`src/rtl/rv32_dmem_ctrl_pkg.sv`:
```
// Purpose: request types shared by the memory stage and the data-memory controller.
// Latency: n/a (type definitions only).
// Backpressure: n/a.
package rv32_dmem_ctrl_pkg;

  typedef enum logic [3:0] {
    MEM_NOP,
    MEM_LB,
    MEM_LH,
    MEM_LW,
    MEM_LBU,
    MEM_LHU,
    MEM_SB,
    MEM_SH,
    MEM_SW
  } mem_op_t;

  typedef struct packed {
    logic [31:0] addr;
    mem_op_t     op;
    logic [31:0] data;
  } memory_request_t;

endpackage

```
`src/rtl/rv32_dmem_ctrl.sv`:
```
// Purpose: data-memory controller; one req/gnt/rvalid bus transaction per memory-stage request.
// Latency: request_done 3 cycles after the request with immediate gnt and rvalid one cycle later; 1 cycle when misaligned.
// Backpressure: stalls the pipeline (request_done low) until grant and response arrive or the wait timer expires.
//
// Ports:
//   clk, resetn                 clock, synchronous active-low reset
//   data_request                addr/op/data from the memory stage, held stable while stalled
//   request_done                one-cycle completion pulse; load_data/misaligned/bus_error valid with it
//   bus_req/we/addr/be/wdata    bus command, held stable until bus_gnt
//   bus_gnt/rvalid/rdata        bus acceptance and response
module rv32_dmem_ctrl
  import rv32_dmem_ctrl_pkg::*;
#(
  parameter int TIMEOUT_CYCLES = 255
) (
  input  logic            clk,
  input  logic            resetn,
  input  memory_request_t data_request,
  output logic            request_done,
  output logic [31:0]     load_data,
  output logic            misaligned,
  output logic            bus_error,
  output logic            bus_req,
  output logic            bus_we,
  output logic [31:0]     bus_addr,
  output logic [3:0]      bus_be,
  output logic [31:0]     bus_wdata,
  input  logic            bus_gnt,
  input  logic            bus_rvalid,
  input  logic [31:0]     bus_rdata
);

  localparam int CW = $clog2(TIMEOUT_CYCLES + 1);
  localparam logic [CW-1:0] TMO = CW'(TIMEOUT_CYCLES);

  typedef enum logic [1:0] {IDLE, GNT_WAIT, RSP_WAIT, DONE} state_t;

  state_t        state;
  mem_op_t       op_q;
  logic [1:0]    off_q;
  logic [CW-1:0] wait_cnt;
  logic          outstanding;

  logic [CW-1:0] cnt_inc;
  logic          timed_out;
  logic [3:0]    req_be;
  logic [31:0]   req_wdata;
  logic          req_we;
  logic          req_misaligned;
  logic [31:0]   rd_shift;
  logic [31:0]   ext_data;

  // Wait budget covers GNT_WAIT and RSP_WAIT together; the counter is not
  // cleared at grant.
  assign cnt_inc   = wait_cnt + CW'(1);
  assign timed_out = (cnt_inc >= TMO);

  // Decode of the incoming request; only consumed in IDLE.
  always_comb begin
    req_be         = 4'b0000;
    req_wdata      = '0;
    req_we         = 1'b0;
    req_misaligned = 1'b0;
    case (data_request.op)
      MEM_LB, MEM_LBU: req_be = 4'b0001 << data_request.addr[1:0];
      MEM_LH, MEM_LHU: begin
        req_be         = 4'b0011 << data_request.addr[1:0];
        req_misaligned = data_request.addr[0];
      end
      MEM_LW: begin
        req_be         = 4'b1111;
        req_misaligned = |data_request.addr[1:0];
      end
      MEM_SB: begin
        req_be    = 4'b0001 << data_request.addr[1:0];
        req_we    = 1'b1;
        req_wdata = {4{data_request.data[7:0]}};
      end
      MEM_SH: begin
        req_be         = 4'b0011 << data_request.addr[1:0];
        req_we         = 1'b1;
        req_wdata      = {2{data_request.data[15:0]}};
        req_misaligned = data_request.addr[0];
      end
      MEM_SW: begin
        req_be         = 4'b1111;
        req_we         = 1'b1;
        req_wdata      = data_request.data;
        req_misaligned = |data_request.addr[1:0];
      end
      default: ;
    endcase
  end

  // Lane select and extension from the latched op/offset; stores yield 0.
  always_comb begin
    rd_shift = bus_rdata >> {off_q, 3'b000};
    case (op_q)
      MEM_LB:  ext_data = {{24{rd_shift[7]}}, rd_shift[7:0]};
      MEM_LBU: ext_data = {24'h0, rd_shift[7:0]};
      MEM_LH:  ext_data = {{16{rd_shift[15]}}, rd_shift[15:0]};
      MEM_LHU: ext_data = {16'h0, rd_shift[15:0]};
      MEM_LW:  ext_data = bus_rdata;
      default: ext_data = '0;
    endcase
  end

  always_ff @(posedge clk) begin
    if (!resetn) begin
      state        <= IDLE;
      op_q         <= MEM_NOP;
      off_q        <= 2'b00;
      wait_cnt     <= '0;
      outstanding  <= 1'b0;
      request_done <= 1'b0;
      load_data    <= '0;
      misaligned   <= 1'b0;
      bus_error    <= 1'b0;
      bus_req      <= 1'b0;
      bus_we       <= 1'b0;
      bus_addr     <= '0;
      bus_be       <= '0;
      bus_wdata    <= '0;
    end else begin
      // A grant always leaves a response owed, even if the request is being
      // aborted in the same cycle; any rvalid settles the owed response, so a
      // late one for an aborted request is swallowed here.
      if (state == GNT_WAIT && bus_gnt)
        outstanding <= 1'b1;
      else if (bus_rvalid)
        outstanding <= 1'b0;

      case (state)
        IDLE: begin
          if (data_request.op != MEM_NOP) begin
            if (req_misaligned) begin
              misaligned   <= 1'b1;
              request_done <= 1'b1;
              state        <= DONE;
            end else begin
              op_q      <= data_request.op;
              off_q     <= data_request.addr[1:0];
              bus_req   <= 1'b1;
              bus_we    <= req_we;
              bus_addr  <= {data_request.addr[31:2], 2'b00};
              bus_be    <= req_be;
              bus_wdata <= req_wdata;
              wait_cnt  <= '0;
              state     <= GNT_WAIT;
            end
          end
        end
        GNT_WAIT: begin
          wait_cnt <= cnt_inc;
          if (timed_out) begin
            bus_req      <= 1'b0;
            bus_error    <= 1'b1;
            load_data    <= '0;
            request_done <= 1'b1;
            state        <= DONE;
          end else if (bus_gnt) begin
            bus_req <= 1'b0;
            state   <= RSP_WAIT;
          end
        end
        RSP_WAIT: begin
          wait_cnt <= cnt_inc;
          if (bus_rvalid && outstanding) begin
            load_data    <= ext_data;
            request_done <= 1'b1;
            state        <= DONE;
          end else if (timed_out) begin
            bus_error    <= 1'b1;
            load_data    <= '0;
            request_done <= 1'b1;
            state        <= DONE;
          end
        end
        DONE: begin
          request_done <= 1'b0;
          misaligned   <= 1'b0;
          bus_error    <= 1'b0;
          load_data    <= '0;
          state        <= IDLE;
        end
        default: state <= IDLE;
      endcase
    end
  end

endmodule

```
`config.mk`:
```
export PLATFORM = sky130hd
export DESIGN_NAME = rv32_dmem_ctrl
export DESIGN_NICKNAME = d
export VERILOG_FILES = /design/src/rtl/rv32_dmem_ctrl_pkg.sv /design/src/rtl/rv32_dmem_ctrl.sv
export SDC_FILE = /design/constraint.sdc
export NUM_CORES = 1
export LEC_CHECK = 0
export ABC_AREA = 1
export CELL_PAD_IN_SITES_DETAIL_PLACEMENT = 1
export CELL_PAD_IN_SITES_GLOBAL_PLACEMENT = 1
export CORE_MARGIN = 2
export CORE_UTILIZATION = 34
export DETAILED_ROUTE_END_ITERATION = 8
export GPL_ROUTABILITY_DRIVEN = 0
export PLACE_DENSITY = 0.87
export SETUP_SLACK_MARGIN = 0.4
export SLEW_MARGIN = 10
export SYNTH_ARGS = -nofsm -noshare
export SYNTH_HDL_FRONTEND = slang
export SYNTH_SLANG_ARGS = --single-unit
```
`constraint.sdc`:
```
create_clock -name clk -period 3.1 [get_ports clk]
set_input_delay 0.465 -clock clk [delete_from_list [all_inputs] [get_ports clk]]
set_output_delay 0.465 -clock clk [all_outputs]
set_load 0.03 [all_outputs]
```
After elaboration in Yosys (flattened, before gate mapping)
Index checks and enable logic that the tools add are counted.
{"block": "classes", "n_lt_le_gt_ge": 1, "n_eq_ne": 22, "mul": 0, "n_addsub": 1, "n_reduce_logical": 22, "n_shift": 3, "n_mux": 34, "bitwise_logic": 1, "div": 0}
{"operator": "$pmux 32 s3", "count": 2}
{"operator": "$pmux 32 s5", "count": 1}
{"operator": "$mux 32", "count": 2}
{"operator": "$shr 32x5->16", "count": 1}
{"operator": "$eq 4x3->1 const B", "count": 6}
{"operator": "$eq 4x2->1 const B", "count": 4}
{"operator": "$mux 8", "count": 2}
{"operator": "$pmux 8 s2", "count": 1}
{"operator": "$mux 1", "count": 13}
{"operator": "$mux 2", "count": 6}
{"operator": "$pmux 4 s3", "count": 1}
{"operator": "$reduce_and 3->1", "count": 4}
{"operator": "$reduce_or 3->1", "count": 3}
{"operator": "$add 8x1->8 const B", "count": 1}
{"operator": "$eq 4x1->1 const B", "count": 2}
{"operator": "$ge 8x8->1 const B", "count": 1}
{"operator": "$ne 2x2->1 const B", "count": 4}
{"operator": "$pmux 2 s4", "count": 1}
{"operator": "$reduce_bool 2->1", "count": 4}
{"operator": "$ne 3x3->1 const B", "count": 2}
{"operator": "$pmux 1 s2", "count": 3}
{"operator": "$reduce_or 2->1", "count": 3}
{"operator": "$eq 2x2->1 const B", "count": 2}
{"operator": "$eq 4x4->1 const B", "count": 1}
{"operator": "12 further kinds", "count": 14}
{"block": "word_totals", "elab_cells": 98, "mem_bits_rw": 0, "output_inout_bits": 105, "regBits": 120, "latchBits": 0, "romBits": 0, "memories": 0}

Logic depth before layout (Yosys ltp)
{"block": "depth", "depth_word": 6, "ltp_mapped": 13, "depth_no_buf": 12}

Worst setup path after synthesis
OpenSTA, ideal clock, no wires.
{"block": "synth_path", "kind": "register -> register", "from": "register state[0]", "to": "register wait_cnt[7]", "path_stages_with_launch": 10, "path_slack_ns": 1.369, "t_required_ns": 2.972, "period_less_slack_ns": 1.731, "t_arrival_ns": 1.603, "path_cell_list": "dfxtp_1 inv_1 ha_1 clkbuf_1 inv_1 o21ai_2 buf_2 nand2_1 o21ai_0 nor2_1"}
{"block": "synth_between", "elab_chain_cells": 4, "elab_cells_between_ends": 9, "cone_classes": "eq/ne: 4; mux: 1; reduce/logical: 4"}
{"element": "start, declared", "line": "rv32_dmem_ctrl.sv:38", "text": "state_t state;"}
{"element": "start signal, assigned", "line": "rv32_dmem_ctrl.sv:110", "text": "state <= IDLE;"}
{"element": "start signal, assigned", "line": "rv32_dmem_ctrl.sv:139", "text": "state <= DONE;"}
{"element": "start signal, assigned", "line": "rv32_dmem_ctrl.sv:149", "text": "state <= GNT_WAIT;"}
{"element": "$eq 2x1->1 / $eq 2x2->1 (equally long branches)", "line": "rv32_dmem_ctrl.sv:133", "text": "case (state)"}
{"element": "$reduce_or 2->1 (no source line)"}
{"element": "$reduce_bool 2->1 (no source line)"}
{"element": "$reduce_and 3->1 (no source line)"}
{"element": "end signal, assigned", "line": "rv32_dmem_ctrl.sv:154", "text": "wait_cnt <= cnt_inc;"}
{"element": "end signal, assigned", "line": "rv32_dmem_ctrl.sv:167", "text": "wait_cnt <= cnt_inc;"}
{"element": "end, declared", "line": "rv32_dmem_ctrl.sv:41", "text": "logic [CW-1:0] wait_cnt;"}
Several ways; a longest one is shown, not always the timed one.
A chain may end at the register's enable or synchronous reset.

Worst setup path in the final report
{"block": "layout_path", "from": "input data_request[32] (netlist name)", "to": "register wait_cnt[6]"}
{"block": "layout_between", "elab_chain_cells": 5, "elab_cells_between_ends": 12, "cone_classes": "eq/ne: 7; mux: 1; reduce/logical: 4"}
{"element": "start, declared", "line": "rv32_dmem_ctrl.sv:18", "text": "input memory_request_t data_request,"}
{"element": "$eq 4x3->1 (tied with other cells)", "line": "rv32_dmem_ctrl.sv:64", "text": "case (data_request.op)"}
{"element": "$reduce_or 3->1 (no source line) / $reduce_or 2->1 (equally long branches)"}
{"element": "$pmux 1 s2", "line": "rv32_dmem_ctrl.sv:64"}
{"element": "$ne 2x2->1 (no source line)"}
{"element": "$reduce_and 3->1 (no source line) *"}
Every way passes the cells marked *; elsewhere a longest branch is shown, timed or not.

==> impl_metrics.toml <==
[synthesis]
post_synth_num_cell_types = 37
synth_simple_gate_area_share_pct = 25.88
synth_top_area_share_pct = 38.95
synth_compound_area_share_pct = 24.44
synth_seq_area_share_pct = 38.95
async_flop_share_pct = 0
syn_area_um2 = 6168
yosysWarnings = 0
syn_area_per_cell_um2 = 6.712
synth.area.mux_share_pct = 0
synthTopCellsByArea = "dfxtp_1 (39%), nand2_1 (12%), o21ai_0 (10%), a21oi_1 (8.7%), nor2_1 (6.2%)"
synth-main-ff-cell = "dfxtp_1"
synthXorXnorAreaFrac_pct = 0.1420
synth_fa_ha_area_share_pct = 1.420
synth_edf_count = 0
synth_area_leader_cell = "dfxtp_1"
synthCells = 919
ys_seq_elements = 120
synth_top_family_by_area = "simple AND/OR/NAND/NOR gates"

[worst_setup_path]
crit_top_cell = "o21ai_2"
worst-path-max-fanout = 22
path_class = "in -> reg"
cpPeakStageDelay_ns = 0.58
worstSetupStartpointType = "primary input"
crit_slowest_cell = "clkdlybuf4s50_1"
path_buf_inv = 1
path_cells = "clkdlybuf4s50_1 > nand2_1 > o21ai_2 > o21ai_2 > nand2_2 > nor2_2 > nand2_2 > o21ai_2 > o21ai_0 > nor2_1"
required_ns = 3.40
worstPathArrival_ns = 2.73
crit_family = "compound AO/OA/AOI/OAI gates"
end_kind = "flop"

[power]
swShare_pct = 44.40
ir_drop_mv = 0.4712
power.leakage_uw = 0.003551
pwr-share-seq_pct = 28.3
intPower_uw = 4712
comb_power_share_pct = 49.1
pwr-share-clk_pct = 22.6
power.switching_uw = 3763
p_per_area_nw_per_um2 = 951.9
p_total_uw = 8475

[global_route]
gr-usage-all-layers_pct = 24.32
grt_use_met2_pct = 41.71
grt_max_degree = 67
grt_pass1_wl_um = 37850
grt-ovfl-total = 0
grt_antenna_before_repair = 0
met3_usage_pct = 7.113
grt_pass1_vias = 7301
grt-busiest-layer = "met2"
met1_usage_pct = 28.42

[layout]
layout_common_cells = "clkdlybuf4s50_1 (205), nand2_1 (197), o21ai_0 (127)"
layout.nets = 1213
drive_gt1_share_pct = 6.104
n_antenna_cell = 0
regArea_um2 = 2402
syn_to_final_growth_pct = 44.34
fillers = 2300
multiInputGateArea_um2 = 3216
final_common_cell = "clkdlybuf4s50_1"
final_cells = 1343

[detailed_routing]
vias = 7091
drcViolationCount = 0
first_pass_iters = 4
drt_wl_total_um = 23470
drt_iter0_markers = 448
wl_per_cell_um = 17.47
final_antenna_net_count = 0
routed_via_density = 5.280

[sta]
tns_ns = 0
finalHoldViolations = 0
rsz0062_at_grt = "no"
worst_slack_ns = 0.6704
slew_headroom_pct = 25.90
clock_skew_ns = 0.009423
fmax_mhz = 411.6
setup_viol = 0
period_needed_ns = 2.430
tightest_slew_ns = 1.110
holdWs_ns = 0.4630
slew_viol_final = 0
finalCritPeriodShare_pct = 78.37

[floorplanning]
die_height_um = 138.7
io_pins = 209
dieArea_um2 = 19240
start_util_pct = 34.46
fp.coreArea_um2 = 17900
die_w_um = 138.7
rows = 49

[cts]
path_clk_slew_ns = 0.05
cts_made_buffers = 17
cts_root_buf = "clkbuf_16"
cts.sinks = 120
cts_tree = "built"
insertion_delay_ns = 0.42
clk_path_buf_depth = 2
h-tree-depth = 4

[hold_path]
hold_class = "reg -> reg"

[placed_design]
post-place-ws_ns = 0.2867
place_inst = 1312
dp_hpwl_um = 16820
port_buffers = 206

[run]
cap_viol_max_count = 0

[status]
status = "complete, no violations"
registers in the layout, summed over array words and instances, names as in the netlist, 2 cells and up:
register	flops
bus_wdata	32
wait_cnt	8
bus_be	4
op_q	4
state	2
off_q	2
load_data	32
bus_addr	30
Yosys cell counts (4+ instances only):
master,n
buf_1,4
nand2_1,198
nand2_2,6
ha_1,7
o211ai_1,6
a31oi_1,15
o21ai_0,127
dfxtp_1,120
buf_4,14
clkbuf_1,28
o221ai_1,4
a21oi_1,107
buf_2,7
o21ai_2,4
nand3_1,76
inv_1,59
nor2_1,102
buf_6,4
o22ai_1,4
power groups by stage:
stage	sequential (µW)	combinational (µW)	clock (µW)
floorplan	3130	1900	0
global route	2470	4510	2020
detailed placement	2420	4140	0
CTS	2400	4170	1950
global placement	2390	4040	0
finish	2400	4160	1920
logic make-up after synthesis:
group | Yosys count
buffers and inverters | 122
adder cells (fa/ha/maj) | 7
AO/OA/AOI/OAI | 279
other | 1
AND/OR/NAND/NOR | 389
flip-flops | 120
XOR/XNOR | 1
worst min-delay path, stage by stage, from the launching register on:
cell and delay, ns:
dfxtp_1 0.31, nand2_1 0.06, a21oi_1 0.05
stage by stage:
| step | area, µm² | utilization, % |
|---|---|---|
| after floorplan | 6172 | - |
| after global placement | 8341 | 46.59 |
| after detailed placement | 8341 | 46.59 |
| after CTS | 8901 | 49.72 |
| after global routing | 8904 | 49.73 |
| final | 8904 | 49.73 |
cell type report:
type,instances,share of cell area [%]
clock buffer,17,4.778
clock inverter,14,1.518
inverter,63,2.656
multi-input combinational,678,36.12
sequential,120,26.98
tap,229,3.218
timing repair buffer,222,24.73
path summary, 6_finish.rpt:
check | startpoint | to | slack, ns | cells after the start
hold / removal | bus_wdata[17]$_SDFFE_PN0P_ | bus_wdata[17]$_SDFFE_PN0P_ | 0.46 | 2
setup reg to reg | state[0]$_SDFFE_PN0P_ | load_data[23]$_SDFFE_PN0P_ | 0.72 | 9
hold reg to reg | bus_wdata[17]$_SDFFE_PN0P_ | bus_wdata[17]$_SDFFE_PN0P_ | 0.46 | 2
setup / recovery | data_request[32] | wait_cnt[6]$_SDFFE_PN0P_ | 0.67 | 10
repair_timing:
action	4_1_cts	5_1_grt
setup buffers	0	0
gates resized for setup	0	1
hold buffers	0	0
endpoints found under the setup margin	0	1
metal layers:
metal  wire [µm]  part of all wire [%]
met1        9919                    42
met2       11050                    47
met3        1704                   7.3
met4         797                   3.4
met5           0                     0
Power figures use the tool's default switching activity.
